File: src/rtl/ws_stage.sv
// ws_stage -- write-back stage.
//
// Captures completed instructions from the registered execute-to-writeback
// bus into a small commit FIFO and drains it into the register-file write
// port whenever the port grants. Also drives a forwarding bus (youngest
// queued entry) back to execute, a ready signal for backpressure and a
// retired-instruction counter.
//
// Parameters:
//   DEPTH  commit FIFO entries (power of two, >= 2)
//   CNT_W  retired-instruction counter width
//
// Ports:
//   clk             clock, rising edge
//   reset           asynchronous active-high reset
//   es_to_ws_valid  [0] instruction present, [1] execute not blocked
//   es_to_ws_bus    {gr_we[69], dest[68:64], result[63:32], pc[31:0]}
//   ws_ready        room guaranteed for one entry on the next cycle
//   rf_wr_ready     register-file write port granted this cycle
//   rf_we/rf_waddr/rf_wdata  register-file write port
//   ws_forward_bus  {valid[38], we[37], dest[36:32], data[31:0]}
//   retire_cnt      retired-instruction count (wraps)
//
// Optional feature (macro WS_TRACE_EN): adds debug_wb_pc, debug_wb_rf_we,
// debug_wb_rf_wnum and debug_wb_rf_wdata, registered one cycle after each
// pop and zero otherwise.

module ws_stage #(
  parameter int DEPTH = 2,
  parameter int CNT_W = 32
) (
  input  logic             clk,
  input  logic             reset,
  input  logic [1:0]       es_to_ws_valid,
  input  logic [69:0]      es_to_ws_bus,
  output logic             ws_ready,
  input  logic             rf_wr_ready,
  output logic             rf_we,
  output logic [4:0]       rf_waddr,
  output logic [31:0]      rf_wdata,
  output logic [38:0]      ws_forward_bus,
  output logic [CNT_W-1:0] retire_cnt
`ifdef WS_TRACE_EN
  ,
  output logic [31:0]      debug_wb_pc,
  output logic             debug_wb_rf_we,
  output logic [4:0]       debug_wb_rf_wnum,
  output logic [31:0]      debug_wb_rf_wdata
`endif
);

  localparam int PW = (DEPTH > 1) ? $clog2(DEPTH) : 1;
  localparam int CW = PW + 1;

  logic [69:0]      mem_q [DEPTH];
  logic [PW-1:0]    head_q, head_d;
  logic [PW-1:0]    tail_q, tail_d;
  logic [CW-1:0]    count_q, count_d;
  logic             ready_q;
  logic [CNT_W-1:0] retire_q, retire_d;

  logic        empty;
  logic        accept;
  logic        pop;
  logic [69:0] head_e;
  logic [69:0] young_e;

  always_comb begin
    empty   = (count_q == '0);
    // Upstream re-presents held instructions, so acceptance keys off the
    // ready value it actually saw last cycle, not the current one.
    accept  = (es_to_ws_valid == 2'b11) && ready_q;
    pop     = !empty && rf_wr_ready;
    head_e  = mem_q[head_q];
    young_e = mem_q[tail_q - PW'(1)];

    // Ignores a possible pop on purpose: ready must hold even if the
    // write port withholds its grant next cycle.
    ws_ready = (count_q + CW'(accept)) < CW'(DEPTH);

    head_d   = pop    ? head_q + PW'(1) : head_q;
    tail_d   = accept ? tail_q + PW'(1) : tail_q;
    count_d  = count_q + CW'(accept) - CW'(pop);
    retire_d = retire_q + CNT_W'(pop);

    rf_we    = pop && head_e[69] && (head_e[68:64] != '0);
    rf_waddr = empty ? '0 : head_e[68:64];
    rf_wdata = empty ? '0 : head_e[63:32];

    ws_forward_bus = empty ? '0
                   : {1'b1, young_e[69] && (young_e[68:64] != '0), young_e[68:32]};

    retire_cnt = retire_q;
  end

  always_ff @(posedge clk or posedge reset) begin
    if (reset) begin
      head_q   <= '0;
      tail_q   <= '0;
      count_q  <= '0;
      ready_q  <= 1'b1;
      retire_q <= '0;
    end else begin
      head_q   <= head_d;
      tail_q   <= tail_d;
      count_q  <= count_d;
      ready_q  <= ws_ready;
      retire_q <= retire_d;
    end
  end

  // Storage needs no reset: entries are only visible while counted.
  always_ff @(posedge clk) begin
    if (accept) mem_q[tail_q] <= es_to_ws_bus;
  end

`ifdef WS_TRACE_EN
  always_ff @(posedge clk or posedge reset) begin
    if (reset) begin
      debug_wb_pc       <= '0;
      debug_wb_rf_we    <= 1'b0;
      debug_wb_rf_wnum  <= '0;
      debug_wb_rf_wdata <= '0;
    end else if (pop) begin
      debug_wb_pc       <= head_e[31:0];
      debug_wb_rf_we    <= rf_we;
      debug_wb_rf_wnum  <= head_e[68:64];
      debug_wb_rf_wdata <= head_e[63:32];
    end else begin
      debug_wb_pc       <= '0;
      debug_wb_rf_we    <= 1'b0;
      debug_wb_rf_wnum  <= '0;
      debug_wb_rf_wdata <= '0;
    end
  end
`endif

endmodule
File: config.mk
export PLATFORM = sky130hd
export DESIGN_NAME = ws_stage
export DESIGN_NICKNAME = d
export VERILOG_FILES = /design/src/rtl/ws_stage.sv
export SDC_FILE = /design/constraint.sdc
export NUM_CORES = 1
export LEC_CHECK = 0
export CORE_ASPECT_RATIO = 0.75
export CORE_MARGIN = 5
export CORE_UTILIZATION = 28
export CTS_CLUSTER_DIAMETER = 30
export CTS_CLUSTER_SIZE = 24
export DETAILED_ROUTE_END_ITERATION = 10
export SLEW_MARGIN = 20
export SYNTH_ARGS = -nofsm -noshare
export SYNTH_HDL_FRONTEND = slang
export SYNTH_SLANG_ARGS = --single-unit
File: constraint.sdc
create_clock -name clk -period 7.09 [get_ports clk]
set_clock_uncertainty 0.2 [all_clocks]
set_input_delay 1.7725 -clock clk [delete_from_list [all_inputs] [get_ports clk]]
set_output_delay 1.7725 -clock clk [all_outputs]
set_load 0.02 [all_outputs]
==> results by group, run 1 <==
Outcome
  – Status: finished clean

Synthesis
  – Share of synthesized cell area in and, or, nand and nor gates: 14.1%
  – Most instantiated cells after synthesis: 85 x sky130_fd_sc_hd__nor2_1, 76 x sky130_fd_sc_hd__edfxtp_1, 74 x sky130_fd_sc_hd__mux2i_1
  – Cells after Synth: 401
  – Total standard cell area after synthesis: 0.00517 mm2
  – Syn_area_per_cell: 12.9 um2
  – Top-count cell post-synth: sky130_fd_sc_hd__nor2_1
  – Yosys warns: 0
  – Area share of xor/xnor cells in the synthesized design: 5.93%
  – Top cell type's share of synthesized area: 44.1%
  – Multiplexer fraction of the synthesized cell area: around 15%
  – Synth Register Bits: 113
  – Number of enable-type register cells in the synthesized netlist: 76
  – Number of distinct standard cells referenced by the synthesized netlist: 28
  – Synthesized Nets: 479
  – Area share of fa/ha/maj cells after synthesis: 0.726%
  – Biggest area contributors in the synthesized netlist: sky130_fd_sc_hd__edfxtp_1 44%, sky130_fd_sc_hd__dfrtp_1 17%, sky130_fd_sc_hd__mux2i_1 14%, sky130_fd_sc_hd__nor2_1 6.2%, sky130_fd_sc_hd__xnor2_1 4.4%
  – Library cell with the largest summed area after synthesis: sky130_fd_sc_hd__edfxtp_1
  – Async set or reset register ratio after synthesis: 32.7%
  – Post-synthesis sequential area ratio: just over 60%
  – Main combinational cell family by area after synthesis: multiplexers
  – Post-synthesis compound-gate area fraction: 0.193%
  – Most used flip-flop cell after synthesis: sky130_fd_sc_hd__edfxtp_1

Drt
  – Total number of vias: around 3600
  – Post-route ant nets: 0
  – Post-DR vias/cell: 4.45
  – Remaining design rule violation count: 0
  – Routed WL: 13.0 mm
  – First-pass DRT Iterations: 4
  – Avg WL per Cell: 15.9 um
  – Iteration-0 DRC count of the detailed router: 191

Layout
  – Number of cells in the finished layout apart from fillers: approximately 820
  – Area Overhead vs Synth: 45.4%
  – Fillers: 1717
  – Number of nets in the final layout: 635
  – Post-layout util: 41.0%
  – Ratio of cells with drive above 1 in the final layout: under 10%
  – Final Instance Area: 0.00752 mm2
  – Antenna diode count: 0

STA
  – Number of hold violations in the final report: 0
  – Number of max-slew violations in the final report: 0
  – Setup repair after global routing missed its margin: no
  – Pin slew with the least headroom to its limit: 1.06 ns
  – Share of the clock period used by the worst path: 79.6%
  – Time the worst path needs with I/O delays and setup: 5.65 ns
  – Max Clock Freq: 177 MHz
  – Headroom to the max-slew limit: 29.5%
  – Final Setup Violations: 0
  – Post-route setup TNS: 0 ns

Clock tree
  – Number of setup buffers added after CTS: 0
  – Clock-pin transition on the worst setup and hold timing paths: 0.06 ns
  – H-tree levels: 4
  – CTS root buf: sky130_fd_sc_hd__clkbuf_16
  – Number of buffers on the longest clock path: 2
  – Number of buffers inserted by hold repair at cts: 0
  – Insertion delay of the later-clocked pin in the worst-skew pair: a little over 0.4 ns
  – Sinks on the clock net: 113
  – TritonCTS clock tree: done
  – Number of buffers created by CTS: 17
  – Post-CTS resize count: 0

Worst setup path
  – Timing endpoint of the critical path: ws_ready
  – Kind of cell adding the most delay to the critical path: buffers and inverters
  – Largest fanout of any net on the critical path: 3
  – Critical path startpoint category: primary input
  – Critical path launch point: es_to_ws_valid[0]
  – Crit. End Element: output port
  – Crit path required time: approximately 5.1 ns
  – Worst path max stage delay: 0.68 ns
  – Data arrival time of the critical path: 3.67 ns
  – R2R Path End: mem_q[1][46]$_DFFE_PP_
  – Worst path depth: 6
  – Sum of buffers and inverters on the critical path: 3
  – Startpoint of the worst-slack reg-to-reg timing path: ready_q$_DFF_PP1_
  – Length in cells of the worst reg-to-reg path: 3
  – Slowest library cell on the worst path: sky130_fd_sc_hd__clkdlybuf4s50_1
  – Cell-by-cell listing of the critical path: clkdlybuf4s50_1 > nand3_1 > inv_1 > ha_1 > xnor2_1 > clkdlybuf4s50_1
  – Most frequent cell on the critical path: sky130_fd_sc_hd__clkdlybuf4s50_1
  – Classification of the worst setup path: primary input to output port
  – R2R Setup Slk: 4.81 ns

Floorplan
  – Width of the die: 167 um
  – I/O pin cnt: 185
  – Die span in y: 128 um
  – Area of the core: 0.0183 mm2
  – Initial Util: about 28%
  – FP Rows: 43
  – Die area: 0.0213 mm2

Global route
  – Total grt overflow: 0
  – First-pass GRT wire length: 21.1 mm
  – Number of global-route vias before repair: 4002
  – Maximum number of pins on one net before global-route repair: 76
  – Global-route usage over all layers: 12.7%
  – Number of antenna violations at the first check in global routing: 0

Power
  – Static power due to leakage: 2.98 nW
  – Power per Cell Area: between 400 and 500 mW/mm2
  – Worst vdd ir: between 0.0002 and 0.00025 V
  – Overall power consumption: 0.00308 W

Placement
  – Cell Area, Placed: 0.00697 mm2
  – Final estimated routing congestion in global placement: 0.719
  – HPWL after detailed placement: 8.77 mm
  – Placed cell count: 785
  – Port Buf Inserts: 152

Job
  – Max-cap violations: 0

Worst hold path
  – Worst min-delay path class: register to register
## power breakdown
group          internal [W]  switching (W)
clock network      0.000509       0.000289
logic              0.000644       0.000749
registers          0.000795      0.0000945
## state kept, by name (all words and copies together) (netlist names)
signal / count
ready_q: 1
mem_q: 76
retire_cnt: 32
tail_q: 1
count_q: 2
head_q: 1
## logic make-up after synthesis
group                    Yosys count
AND/OR/NAND/NOR                  145
flip-flops                       113
multiplexers                      76
XOR/XNOR                          35
buffers and inverters             27
adder cells (fa/ha/maj)            3
AO/OA/AOI/OAI                      2
## metrics by stage
step	hold WS [ns]	worst slack, ns
2_1_floorplan	0.361	2.49
3_3_place_gp	0.275	1.42
3_5_place_dp	0.270	1.40
4_1_cts	0.287	1.40
5_1_grt	0.306	1.32
6_report	0.294	1.44
## cell type report
class / instances / area [um2] / share of cell area, %
Clock buffer: 19 / 433 / 5.76
Timing Repair Buffer: 157 / 1560 / 20.7
Tap cell: 247 / 309 / 4.11
Sequential cell: 113 / 3210 / 42.7
Inverter: 7 / 26.3 / 0.349
Multi-Input combinational cell: 261 / 1860 / 24.8
Clock inverter: 13 / 120 / 1.60
## per-layer routing
| metal | share of wire, % | track usage [%] | routed length [um] | vias up |
|---|---|---|---|---|
| li1 | - | - | - | 1736 |
| met1 | 46 | 16.2 | 5930 | 1785 |
| met2 | 48 | 19.8 | 6180 | 103 |
| met3 | 5.3 | 4.04 | 682 | 12 |
| met4 | 1.3 | 5.48 | 166 | 0 |
| met5 | 0 | 0 | 0 | - |
## cells in the final DEF (no fill, tap or decap)
cell type | synthesis | final
sky130_fd_sc_hd__clkdlybuf4s50_1 | 0 | 152
sky130_fd_sc_hd__nor2_1 | 85 | 83
sky130_fd_sc_hd__edfxtp_1 | 76 | 76
sky130_fd_sc_hd__mux2i_1 | 74 | 74
sky130_fd_sc_hd__dfrtp_1 | 36 | 34
sky130_fd_sc_hd__xnor2_1 | 26 | 26
sky130_fd_sc_hd__clkbuf_16 | 0 | 17
sky130_fd_sc_hd__nand3_1 | 12 | 12
sky130_fd_sc_hd__nand2_1 | 11 | 11
sky130_fd_sc_hd__nand4_1 | 11 | 11
sky130_fd_sc_hd__xor2_1 | 9 | 9
sky130_fd_sc_hd__inv_1 | 7 | 7
sky130_fd_sc_hd__and3_1 | 7 | 7
sky130_fd_sc_hd__nor3_2 | 6 | 6
sky130_fd_sc_hd__clkinv_1 | 0 | 5
sky130_fd_sc_hd__buf_4 | 0 | 5
sky130_fd_sc_hd__and4_1 | 4 | 4
sky130_fd_sc_hd__ha_1 | 3 | 3
sky130_fd_sc_hd__clkinvlp_4 | 0 | 3
sky130_fd_sc_hd__nor2_4 | 0 | 2
sky130_fd_sc_hd__or4_1 | 2 | 2
sky130_fd_sc_hd__o21ai_0 | 2 | 2
sky130_fd_sc_hd__mux2_2 | 2 | 2
sky130_fd_sc_hd__clkinv_2 | 0 | 2
sky130_fd_sc_hd__clkbuf_1 | 5 | 2
sky130_fd_sc_hd__bufinv_16 | 0 | 2
sky130_fd_sc_hd__dfrtp_2 | 0 | 2
sky130_fd_sc_hd__nand4_2 | 1 | 1
sky130_fd_sc_hd__nor3_1 | 1 | 1
sky130_fd_sc_hd__or3_4 | 1 | 1
sky130_fd_sc_hd__nand4b_4 | 1 | 1
sky130_fd_sc_hd__nor4_4 | 1 | 1
sky130_fd_sc_hd__nor2b_1 | 1 | 1
sky130_fd_sc_hd__and2_2 | 0 | 1
sky130_fd_sc_hd__clkinv_4 | 0 | 1
sky130_fd_sc_hd__dfstp_2 | 1 | 1
## how the worst min path moves through the flow
stage	startpoint	endpoint	slack, ns	depth (start not counted)
floorplan	ready_q$_DFF_PP1_	tail_q$_DFFE_PP0P_	0.36	2
global placement	retire_cnt[31]$_DFF_PP0_	retire_cnt[31]$_DFF_PP0_	0.27	1
detailed placement	retire_cnt[31]$_DFF_PP0_	retire_cnt[31]$_DFF_PP0_	0.27	1
CTS	retire_cnt[31]$_DFF_PP0_	retire_cnt[31]$_DFF_PP0_	0.29	1
global route	retire_cnt[31]$_DFF_PP0_	retire_cnt[31]$_DFF_PP0_	0.31	1
finish	retire_cnt[31]$_DFF_PP0_	retire_cnt[31]$_DFF_PP0_	0.29	1
Power figures use the tool's default switching activity.
==> run 2: changes to the inputs <==
Clock period 7.09 ns to 5.7 ns, I/O delays scaled along.
==> results by group, run 2 (synthesized netlist as in run 1, its figures left out) <==
Worst hold path
  – Cells on Worst Hold Path: 1
  – Worst min-delay path class: register to register
  – Worst Hold Launch: retire_cnt[31]$_DFF_PP0_
  – Worst min-delay path endpoint: retire_cnt[31]$_DFF_PP0_

STA
  – Number of max-slew violations in the final report: 0
  – Setup slack of the critical path after layout: 0.761 ns
  – Post-route setup TNS: 0 ns
  – Setup repair after global routing missed its margin: no
  – Final Setup Violations: 0
  – Pin slew with the least headroom to its limit: 1.09 ns
  – Headroom to the max-slew limit: between 20% and 30%
  – Share of the clock period used by the worst path: 86.7%
  – Number of hold violations in the final report: 0
  – Max Clock Freq: 202 MHz
  – Time the worst path needs with I/O delays and setup: 4.94 ns

Placement
  – DP Worst Slack: 0.710 ns
  – Cell Area, Placed: 0.00697 mm2
  – HPWL after detailed placement: about 9 mm
  – Port Buf Inserts: between 150 and 200
  – Final estimated routing congestion in global placement: 0.714

Global route
  – Maximum number of pins on one net before global-route repair: 53
  – First-pass GRT wire length: about 21 mm
  – Total grt overflow: 0
  – Number of antenna violations at the first check in global routing: 0
  – Global-route usage over all layers: between 10% and 20%
  – Number of global-route vias before repair: 3853

Floorplan
  – Area of the core: 0.0183 mm2
  – Die span in y: 128 um
  – FP Rows: 43
  – I/O pin cnt: 185
  – Width of the die: 167 um
  – Die area: 0.0213 mm2
  – Initial Util: 28.2%

Worst setup path
  – R2R Path End: mem_q[1][53]$_DFFE_PP_
  – Kind of cell adding the most delay to the critical path: buffers and inverters
  – Cell-by-cell listing of the critical path: clkdlybuf4s50_1 > nand3_1 > inv_1 > ha_1 > xnor2_1 > clkdlybuf4s50_1
  – Slowest library cell on the worst path: sky130_fd_sc_hd__clkdlybuf4s50_1
  – Critical path startpoint category: primary input
  – Data arrival time of the critical path: between 3 and 4 ns
  – Crit path required time: slightly above 4 ns
  – Sum of buffers and inverters on the critical path: 3
  – Crit. End Element: output port
  – Worst path max stage delay: 0.67 ns
  – Most frequent cell on the critical path: sky130_fd_sc_hd__clkdlybuf4s50_1
  – R2R Setup Slk: ~3.1 ns
  – Classification of the worst setup path: primary input to output port
  – Startpoint of the worst-slack reg-to-reg timing path: tail_q$_DFFE_PP0P_
  – Length in cells of the worst reg-to-reg path: 1
  – Largest fanout of any net on the critical path: 3

Clock tree
  – CTS root buf: sky130_fd_sc_hd__clkbuf_16
  – Number of setup buffers added after CTS: 0
  – Sinks on the clock net: 113
  – Post-CTS resize count: 0
  – TritonCTS clock tree: done
  – Clock-pin transition on the worst setup and hold timing paths: about 0.05 ns
  – H-tree levels: 4
  – Number of buffers on the longest clock path: 2
  – Number of buffers inserted by hold repair at cts: 0
  – Insertion delay of the later-clocked pin in the worst-skew pair: 0.40 ns
  – Number of buffers created by CTS: 17

Layout
  – Antenna diode count: 0
  – Post-layout util: 41.4%
  – Ratio of cells with drive above 1 in the final layout: 8.95%
  – Most frequent standard cell in the layout excluding fill and tap cells: sky130_fd_sc_hd__clkdlybuf4s50_1
  – Flip-flop count of the largest register after layout: 76
  – Final Instance Area: 0.00759 mm2
  – Top register by number of flip-flops: mem_q
  – Area Overhead vs Synth: 46.8%
  – Most used cells in the layout excluding fill and tap cells: 152 x sky130_fd_sc_hd__clkdlybuf4s50_1, 83 x sky130_fd_sc_hd__nor2_1, 76 x sky130_fd_sc_hd__edfxtp_1, 74 x sky130_fd_sc_hd__mux2i_1, 34 x sky130_fd_sc_hd__dfrtp_1
  – Number of nets in the final layout: 635

Drt
  – Iteration-0 DRC count of the detailed router: 133
  – Post-route ant nets: 0
  – Post-DR vias/cell: 4.45
  – Remaining design rule violation count: 0
  – First-pass DRT Iterations: 6
  – Routed WL: 13.0 mm
  – Total number of vias: 3635
  – Avg WL per Cell: roughly 16 um

Power
  – Static power due to leakage: 3.03 nW
  – Power per Cell Area: 523 mW/mm2
  – Worst vdd ir: 0.000285 V

Job
  – Max-cap violations: 0

Outcome
  – Status: finished clean
run 2: cell count changes in the layout (fill, tap and decap cells not counted):
cell	delta
sky130_fd_sc_hd__bufinv_16	+3
sky130_fd_sc_hd__clkinv_4	-1
sky130_fd_sc_hd__clkinv_1	-4
sky130_fd_sc_hd__clkbuf_1	+1
sky130_fd_sc_hd__clkinv_2	+2
sky130_fd_sc_hd__clkinvlp_4	-1
run 2: area by class of cell:
type                    count  area [um2]
clock buffers              20         437
flip-flops and latches    113        3210
fillers                  1684       10800
multi-input cells         261        1860
well taps                 247         309
clock inverters            12         189
inverters                   7        26.3
repair buffers            157        1560
run 2: worst max-delay path by stage:
stage                 startpoint        to  slack [ns]  depth (start not counted)
4_1_cts        es_to_ws_valid[0]  ws_ready        0.70                          6
3_3_place_gp   es_to_ws_valid[0]  ws_ready        0.72                          6
2_1_floorplan  es_to_ws_valid[0]  ws_ready        1.79                          4
3_5_place_dp   es_to_ws_valid[0]  ws_ready        0.71                          6
6_report       es_to_ws_valid[0]  ws_ready        0.76                          6
5_1_grt        es_to_ws_valid[0]  ws_ready        0.63                          6
run 2: per-layer routing:
layer	track usage (%)	wire [um]
met3	4.19	634
met4	4.04	117
met2	19.3	6040
met1	16.3	6260
met5	0	0
run 2: power breakdown:
group / internal, W / total [W] / switching, W
registers: 0.000988 / 0.00114 / 0.000148
logic: 0.000804 / 0.00171 / 0.000906
clock network: 0.000770 / 0.00113 / 0.000358
run 2: per-stage QoR:
stage	cells	hold slack [ns]	power (W)
after global routing	817	0.303	0.00418
after CTS	817	0.281	0.00404
after floorplan	401	0.361	0.00208
final	817	0.274	0.00397
after global placement	785	0.272	0.00288
after detailed placement	785	0.270	0.00289
